## src/rtl/fetch_unit.sv

```systemverilog
// Instruction fetch front end: drives the PC register, keeps at most one imem request
// in flight and buffers fetched {pc, instr} pairs in an in-order queue for decode.
module fetch_unit #(
  parameter int DEPTH = 4,
  parameter int CNT_W = $clog2(DEPTH) + 1
) (
  input  logic             clk,
  input  logic             rst,
  input  logic [31:0]      pc_cur,
  output logic             pc_write_en,
  output logic [31:0]      pc_next,
  output logic             imem_req_valid,
  output logic [31:0]      imem_req_addr,
  input  logic             imem_req_ready,
  input  logic             imem_resp_valid,
  input  logic [31:0]      imem_resp_data,
  input  logic             redirect_valid,
  input  logic [31:0]      redirect_pc,
  output logic             fq_valid,
  output logic [31:0]      fq_pc,
  output logic [31:0]      fq_instr,
  input  logic             fq_ready,
  output logic [CNT_W-1:0] fq_count
);

  localparam int               PTR_W    = $clog2(DEPTH);
  localparam logic [CNT_W-1:0] FULL_CNT = CNT_W'(DEPTH);

  localparam logic [1:0] IDLE      = 2'd0;
  localparam logic [1:0] WAIT_RESP = 2'd1;
  localparam logic [1:0] DROP      = 2'd2;

  logic [1:0]       state_q, state_d;
  logic [31:0]      req_pc_q, req_pc_d;
  logic [PTR_W-1:0] wr_ptr_q, rd_ptr_q;
  logic [CNT_W-1:0] count_q;
  logic [31:0]      pc_mem    [DEPTH];
  logic [31:0]      instr_mem [DEPTH];

  logic        req_valid;
  logic        pc_we;
  logic [31:0] pc_nx;
  logic        push;
  logic        pop;
  logic        unused_redirect_lsbs;

  assign imem_req_addr        = {pc_cur[31:2], 2'b00};
  assign unused_redirect_lsbs = ^redirect_pc[1:0];

  always_comb begin
    // NOTE: every signal driven here gets a default first so no latch is inferred.
    state_d   = state_q;
    req_pc_d  = req_pc_q;
    req_valid = 1'b0;
    pc_we     = 1'b0;
    pc_nx     = 32'h0;
    push      = 1'b0;

    case (state_q)
      IDLE: begin
        req_valid = !redirect_valid && (count_q < FULL_CNT);
        if (req_valid && imem_req_ready) begin
          pc_we    = 1'b1;
          pc_nx    = pc_cur + 32'd4;
          req_pc_d = imem_req_addr;
          state_d  = WAIT_RESP;
        end
      end
      WAIT_RESP: begin
        if (imem_resp_valid) begin
          push    = 1'b1;
          state_d = IDLE;
        end
      end
      DROP: begin
        if (imem_resp_valid) state_d = IDLE;
      end
      default: state_d = IDLE;
    endcase

    // Redirect overrides the PC write and kills the response of an outstanding request
    if (redirect_valid) begin
      pc_we = 1'b1;
      pc_nx = {redirect_pc[31:2], 2'b00};
      push  = 1'b0;
      if (state_q != IDLE) state_d = imem_resp_valid ? IDLE : DROP;
    end
  end

  assign imem_req_valid = req_valid & ~rst;
  assign pc_write_en    = pc_we & ~rst;
  assign pc_next        = rst ? 32'h0 : pc_nx;

  assign fq_valid = (count_q != '0);
  assign fq_pc    = fq_valid ? pc_mem[rd_ptr_q]    : 32'h0;
  assign fq_instr = fq_valid ? instr_mem[rd_ptr_q] : 32'h0;
  assign fq_count = count_q;
  assign pop      = fq_valid & fq_ready & ~redirect_valid;

  // NOTE: sequential state uses non-blocking assignments so all registers update together.
  always_ff @(posedge clk or posedge rst) begin
    if (rst) begin
      state_q  <= IDLE;
      req_pc_q <= 32'h0;
      wr_ptr_q <= '0;
      rd_ptr_q <= '0;
      count_q  <= '0;
    end else begin
      state_q  <= state_d;
      req_pc_q <= req_pc_d;
      if (redirect_valid) begin
        wr_ptr_q <= '0;
        rd_ptr_q <= '0;
        count_q  <= '0;
      end else begin
        if (push) wr_ptr_q <= wr_ptr_q + PTR_W'(1);
        if (pop)  rd_ptr_q <= rd_ptr_q + PTR_W'(1);
        if (push && !pop)      count_q <= count_q + CNT_W'(1);
        else if (pop && !push) count_q <= count_q - CNT_W'(1);
      end
    end
  end

  // NOTE: queue storage has no reset; count_q alone decides which entries are valid.
  always_ff @(posedge clk) begin
    if (push) begin
      pc_mem[wr_ptr_q]    <= req_pc_q;
      instr_mem[wr_ptr_q] <= imem_resp_data;
    end
  end

endmodule

```

## config.mk

```make
export PLATFORM = sky130hd
export DESIGN_NAME = fetch_unit
export DESIGN_NICKNAME = d
export VERILOG_FILES = /design/src/rtl/fetch_unit.sv
export SDC_FILE = /design/constraint.sdc
export NUM_CORES = 1
export LEC_CHECK = 0
export ABC_AREA = 1
export CAP_MARGIN = 20
export CORE_UTILIZATION = 35
export CTS_BUF_LIST = sky130_fd_sc_hd__clkbuf_4 sky130_fd_sc_hd__clkbuf_8 sky130_fd_sc_hd__clkbuf_16
export CTS_CLUSTER_SIZE = 28
export DETAILED_ROUTE_END_ITERATION = 10
export PLACE_DENSITY = 0.67
export SYNTH_ARGS = -nofsm -noshare
export SYNTH_HDL_FRONTEND = slang
export SYNTH_SLANG_ARGS = --single-unit
```

## constraint.sdc

```tcl
create_clock -name clk -period 4.95 [get_ports clk]
set_input_delay 0.99 -clock clk [delete_from_list [all_inputs] [get_ports clk]]
set_output_delay 0.99 -clock clk [all_outputs]
set_load 0.01 [all_outputs]
```

==> flow_summary.yaml, run 1 <==
logic_synthesis:
  ys.flop_type: "edfxtp_1"
  yosysWarningCount: 0
  synthArstFlopShare_pct: 13.59
  postSynthCellCount: 1248
  seq_area_frac_synth_pct: 65.52
  ys_ff_latch: 287
  yosysUniqueCellTypes: 39
  synth.avg_cell_area_um2: 10.30
  syn_area_um2: 12850
  synth_edf_count: 248
timing:
  worst_hold_slack_ns: 0.5201
  min_period_over_period_pct: 88.27
  clock_skew_ns: 0.009293
  slew_violations: 0
  fmax_mhz: 228.9
  slew-limit-headroom_pct: 27.07
  fin_tns_setup_ns: 0
  tightestPinTransition_ns: 1.094
  hold_violations: 0
  rsz0062_at_grt: "no"
  min_period_ns: 4.369
  setup_viol: 0
place:
  gp_congestion: 0.8857
  dpl_cell_area_um2: 15440
  io_buffers: 229
  place_hpwl_mm: 19.48
  placed_cells: 1863
power:
  leakage_nw: 6.189
  vdd_ir_drop_max_uv: 171.6
  power.density_nw_per_um2: 460.8
clock_network:
  postCtsHoldBufs: 0
  cts_made_buffers: 30
  cts_buffer_depth: 3
  clock_latency_ns: 0.54
  tritoncts: "built"
  clk_pin_slew_ns: 0.06
  h-tree-depth: 1
  clock_sinks: 287
  cts_resized: 0
  cts_setup_buffers: 0
  cts_root_buf: "clkbuf_16"
critical_path:
  cp-end-kind: "output pin"
  rr_worst_depth: 11
  r2r_slack_ns: 2.77
  required_ns: 3.96
  crit_fanout: 4
  worstPathArrival_ns: 3.38
  reg2reg_to: "fq_count[2]"
  crit_type: "in2out"
  r2r-start: "state_q[1]"
  startpoint_type: "input pin"
final_layout:
  final_cell_area_um2: 16430
  drive_gt1_share_pct: 6.790
  finalNonFillerCells: 1919
  nets: 1545
  area_delta_synth_final_pct: 27.85
  mostFrequentLayoutCells: "292 x nor2_1, 248 x edfxtp_1, 229 x clkdlybuf4s50_1, 158 x nand2_1, 150 x o21ai_0"
  fill_cells: 3310
  final_common_cell: "nor2_1"
  regArea_um2: 8428
  diodes: 0
  multi_input_area_um2: 3647
routing:
  via_count: 9253
  remaining_drc_errors: 0
  drt_iter0_markers: 581
  wl_per_cell_um: 16.66
  via_per_inst: 4.822
  drt_pass1_iterations: 5
  wl_mm: 31.98
  antenna_left: 0
global_route:
  grt_max_degree: 97
  grt_busiest_layer: "met2"
  grt_pass1_vias: 9408
  use_met1_pct: 22.13
  grt_pass1_wl_mm: 50.74
  grt_util_met3_pct: 2.557
  grt_use_met2_pct: 29.56
  track_usage_pct: 17.01
  antenna_found_initial: 0
  grt_overflow: 0
min_path:
  min_to: "pc_mem[1][19]"
  hold_depth: 0
  worstHoldStart: "req_pc_q[21]"
  worst_hold_path_type: "reg2reg"
outcome:
  status: "finished clean"
die:
  start_util_pct: 35.88
  die_w_um: 193.6
  rows: 69
  fp.dieArea_um2: 37500
  ios: 236
  die_h_um: 193.6
  core-area_um2: 35830
flow_run:
  cap_viol_max_count: 0
==> metrics by stage <==
stage,worst slack (ns),power (mW),util [%]
floorplan,0.4910,4.276,-
global placement,0.5743,5.437,43.11
detailed placement,0.5619,5.479,43.11
CTS,0.5538,7.686,45.87
global route,0.3216,7.990,45.87
finish,0.5806,7.573,45.87
==> cells by family (layout without fill, tap and decap cells) <==
| logic type | after synthesis | count (layout) | share of synthesized area [%] |
|---|---|---|---|
| flops | 287 | 287 | 65.52 |
| other cells | 1 | 4 | 0.02917 |
| buf+inv | 173 | 380 | 6.424 |
| compound gates | 240 | 240 | 9.568 |
| fa+ha+maj | 9 | 9 | 0.9344 |
| simple gates | 533 | 533 | 17.18 |
| xor+xnor | 5 | 5 | 0.3407 |
==> routing by layer <==
metal | vias up | share of wire [%]
met2 | 289 | 48
met4 | 0 | 1.8
met1 | 4355 | 44
met5 | - | 0
met3 | 41 | 6.0
li1 | 4568 | -
==> worst max path at each step <==
stage	cells past startpoint	startpoint	end
floorplan	4	redirect_valid	instr_mem[0][0]
global placement	11	pc_cur[3]	pc_next[28]
detailed placement	11	pc_cur[3]	pc_next[28]
CTS	11	pc_cur[3]	pc_next[28]
global route	5	rd_ptr_q[0]	fq_instr[14]
finish	11	pc_cur[3]	pc_next[28]
==> state kept, by name, indices dropped and copies added, names as in the netlist <==
register,count
rd_ptr_q,2
wr_ptr_q,2
fq_count,3
state_q,2
pc_mem,120
instr_mem,128
req_pc_q,30
==> final cells by class <==
class                           instances  share of cell area (%)
Inverter                               77                   1.766
Multi-Input combinational cell        791                   22.19
Tap cell                              461                   3.510
Timing Repair Buffer                  247                   15.23
Sequential cell                       287                   51.28
Clock buffer                           48                   5.763
Clock inverter                          8                  0.2589
==> Yosys cell counts (2+ instances only) <==
cell type | number | area share, %
nor2_1 | 296 | 8.6
edfxtp_1 | 248 | 58
nand2_1 | 158 | 4.6
o21ai_0 | 150 | 5.8
a21oi_1 | 74 | 2.9
inv_1 | 73 | 2.1
nand3_1 | 51 | 2.0
dfrtp_1 | 39 | 7.6
clkbuf_1 | 37 | 1.1
buf_4 | 36 | 2.1
buf_2 | 14 | 0.55
ha_1 | 8 | 0.78
nor3_1 | 6 | 0.23
buf_1 | 5 | 0.15
nand4_1 | 5 | 0.24
inv_2 | 4 | 0.12
nor2_4 | 4 | 0.35
o21ai_1 | 4 | 0.16
buf_6 | 3 | 0.26
nand3_2 | 3 | 0.23
o211ai_1 | 3 | 0.18
o31ai_1 | 3 | 0.18
xnor2_1 | 3 | 0.20
nand3_4 | 2 | 0.27
nor2_2 | 2 | 0.097
nor2_8 | 2 | 0.31
o21a_1 | 2 | 0.12
xor2_1 | 2 | 0.14
==> critical path: stages <==
cell             delay (ns)
clkdlybuf4s50_1        0.56
ha_1                   0.21
nand2_1                0.09
nor2_2                 0.23
nand3_1                0.17
nor2_2                 0.28
nand3_1                0.11
nand3_1                0.09
nand2_1                0.06
inv_1                  0.05
clkdlybuf4s50_1        0.53
==> where the power goes <==
| group | total [mW] | switching (mW) | internal [mW] |
|---|---|---|---|
| sequential | 3.18 | 0.217 | 2.96 |
| clock | 2.17 | 0.864 | 1.31 |
| combinational | 2.22 | 1.24 | 0.988 |
| total | 7.57 | 2.32 | 5.26 |
Note: power is estimated with default switching activity, not from simulation.
==> run 2, diff against run 1 <==
- CTS_CLUSTER_DIAMETER: default -> 60
==> run 2 against run 1 <==
Compared with the run above:
- global-route usage is 0.23 points lower
- first-iteration DRC count grew 1.4%
- worst setup slack better by 0.0022 ns
- sequential share of layout area is 0.90 points higher
- fmax hardly changed
- sequential power barely moved
- critical path type unchanged
- largest cell class unchanged
==> flow_summary.yaml, run 2 (synthesis results as in run 1) <==
power:
  power.density_nw_per_um2: 442.8
  leakage_nw: 6.016
  p_total_mw: 7.151
  vdd_ir_drop_max_uv: 222.8
critical_path:
  rr_worst_depth: 11
  crit_fanout: 4
  cp_top_family: "buffers and inverters"
  path_cells: "clkdlybuf4s50_1 > ha_1 > nand2_1 > nor2_2 > nand3_1 > nor2_2 > nand3_1 > nand3_1 > nand2_1 > inv_1 > clkdlybuf4s50_1"
  cp_num_cells: 11
  required_ns: 3.96
  max_stage_delay_ns: 0.56
  worstPathArrival_ns: 3.38
  crit_type: "in2out"
  slowest_stage: "clkdlybuf4s50_1"
  startpoint_type: "input pin"
  crit_buf_inv: 3
  cpMostUsedCell: "nand3_1"
  cp-end-kind: "output pin"
routing:
  antenna_left: 0
  drt_iter0_markers: 589
  remaining_drc_errors: 0
  wl_mm: 31.62
  drt_pass1_iterations: 5
  via_per_inst: 4.850
  via_count: 9201
  wl_per_cell_um: 16.67
die:
  fp.dieArea_um2: 37500
  die_w_um: 193.6
  rows: 69
  core-area_um2: 35830
  start_util_pct: 35.88
  ios: 236
  die_h_um: 193.6
global_route:
  grt_max_degree: 97
  track_usage_pct: 16.78
  grt_overflow: 0
  antenna_found_initial: 0
  grt_pass1_wl_mm: 50.13
  grt_pass1_vias: 9303
final_layout:
  area_delta_synth_final_pct: 25.64
  fill_cells: 3327
  multi_input_area_um2: 3647
  drive_gt1_share_pct: 5.362
  diodes: 0
  regArea_um2: 8428
  largest_reg_flops: 128
  largestRegisters: "instr_mem: 128 flops, pc_mem: 120 flops, req_pc_q: 30 flops"
  mostFrequentLayoutCells: "292 x nor2_1, 248 x edfxtp_1, 229 x clkdlybuf4s50_1, 158 x nand2_1, 150 x o21ai_0"
  final_common_cell: "nor2_1"
  nets: 1534
  finalNonFillerCells: 1897
  largest_register: "instr_mem"
min_path:
  hold_depth: 0
  worst_hold_path_type: "reg2reg"
clock_network:
  postCtsHoldBufs: 0
  h-tree-depth: 1
  clock_latency_ns: 0.53
  cts_buffer_depth: 3
  cts_setup_buffers: 0
  cts_made_buffers: 19
  clock_sinks: 287
  cts_resized: 0
  cts_root_buf: "clkbuf_16"
  clk_pin_slew_ns: 0.10
  tritoncts: "built"
timing:
  slew_violations: 0
  fmax_mhz: 229.0
  clock_skew_ns: 0.03987
  worst_hold_slack_ns: 0.5191
  rsz0062_at_grt: "no"
  min_period_over_period_pct: 88.23
  min_period_ns: 4.367
  setup_viol: 0
  hold_violations: 0
  tightestPinTransition_ns: 1.094
  fin_tns_setup_ns: 0
  slew-limit-headroom_pct: 27.07
flow_run:
  cap_viol_max_count: 0
place:
  gp_congestion: 0.8857
  place_hpwl_mm: 19.48
  placed_cells: 1863
  io_buffers: 229
outcome:
  status: "finished clean"
==> run 2: cell types whose count changed in the layout (fill, tap and decap cells not counted), moves of 3 or more <==
cell	previous run	this run
clkbuf_16	31	19
clkbuf_4	10	1
clkbuf_8	7	0
clkinv_2	7	1
clkinv_4	0	3
inv_16	0	3
==> run 2: final timing paths <==
path | from | to | slack, ns
worst max register to register | state_q[1] | fq_count[2] | 2.75
worst min-delay path | req_pc_q[5] | pc_mem[1][3] | 0.52
min in group asynchronous | rst | req_pc_q[25] | 1.44
worst min register to register | req_pc_q[5] | pc_mem[1][3] | 0.52
worst max-delay path | pc_cur[3] | pc_next[28] | 0.58
max in group asynchronous | rst | rd_ptr_q[1] | 3.10
==> run 2: where the power goes <==
part,switching [mW],internal [mW]
sequential,0.214,2.96
clock,0.916,0.845
combinational,1.23,0.988
total,2.36,4.79
==> run 2: worst register-to-register path, delay by kind of cell (launching register included) <==
kind / cells / cell delay, ns
adders and majority gates: 2 / 0.59
and+or+nand+nor: 3 / 0.44
buffers and inverters: 3 / 0.27
DFF: 1 / 0.40
AOI/OAI and AO/OA: 1 / 0.07
xor gates and xnor gates: 2 / 0.32
==> run 2: layout make-up <==
type | instances | share of cell area [%]
sequential | 287 | 52.18
multi-input combinational | 791 | 22.58
timing repair buffer | 247 | 15.49
tap | 461 | 3.571
clock buffer | 20 | 2.990
inverter | 77 | 1.797
clock inverter | 14 | 1.379
==> run 2: through the flow <==
stage | worst slack (ns) | cell area [µm²] | util (%)
2_1_floorplan | 0.4910 | 12870 | -
4_1_cts | 0.5538 | 16150 | 45.08
6_report | 0.5827 | 16150 | 45.08
3_5_place_dp | 0.5619 | 15440 | 43.11
5_1_grt | 0.3307 | 16150 | 45.08
3_3_place_gp | 0.5743 | 15440 | 43.11
==> run 2: metal layers <==
layer / up-vias / share of wire [%] / GRT usage, % / wire length [µm]
met4: 0 / 2.0 / 4.504 / 623
met3: 36 / 5.4 / 2.244 / 1722
met1: 4352 / 45 / 22.00 / 14180
li1: 4533 / - / - / -
met5: - / 0 / 0 / 0
met2: 280 / 48 / 29.13 / 15090
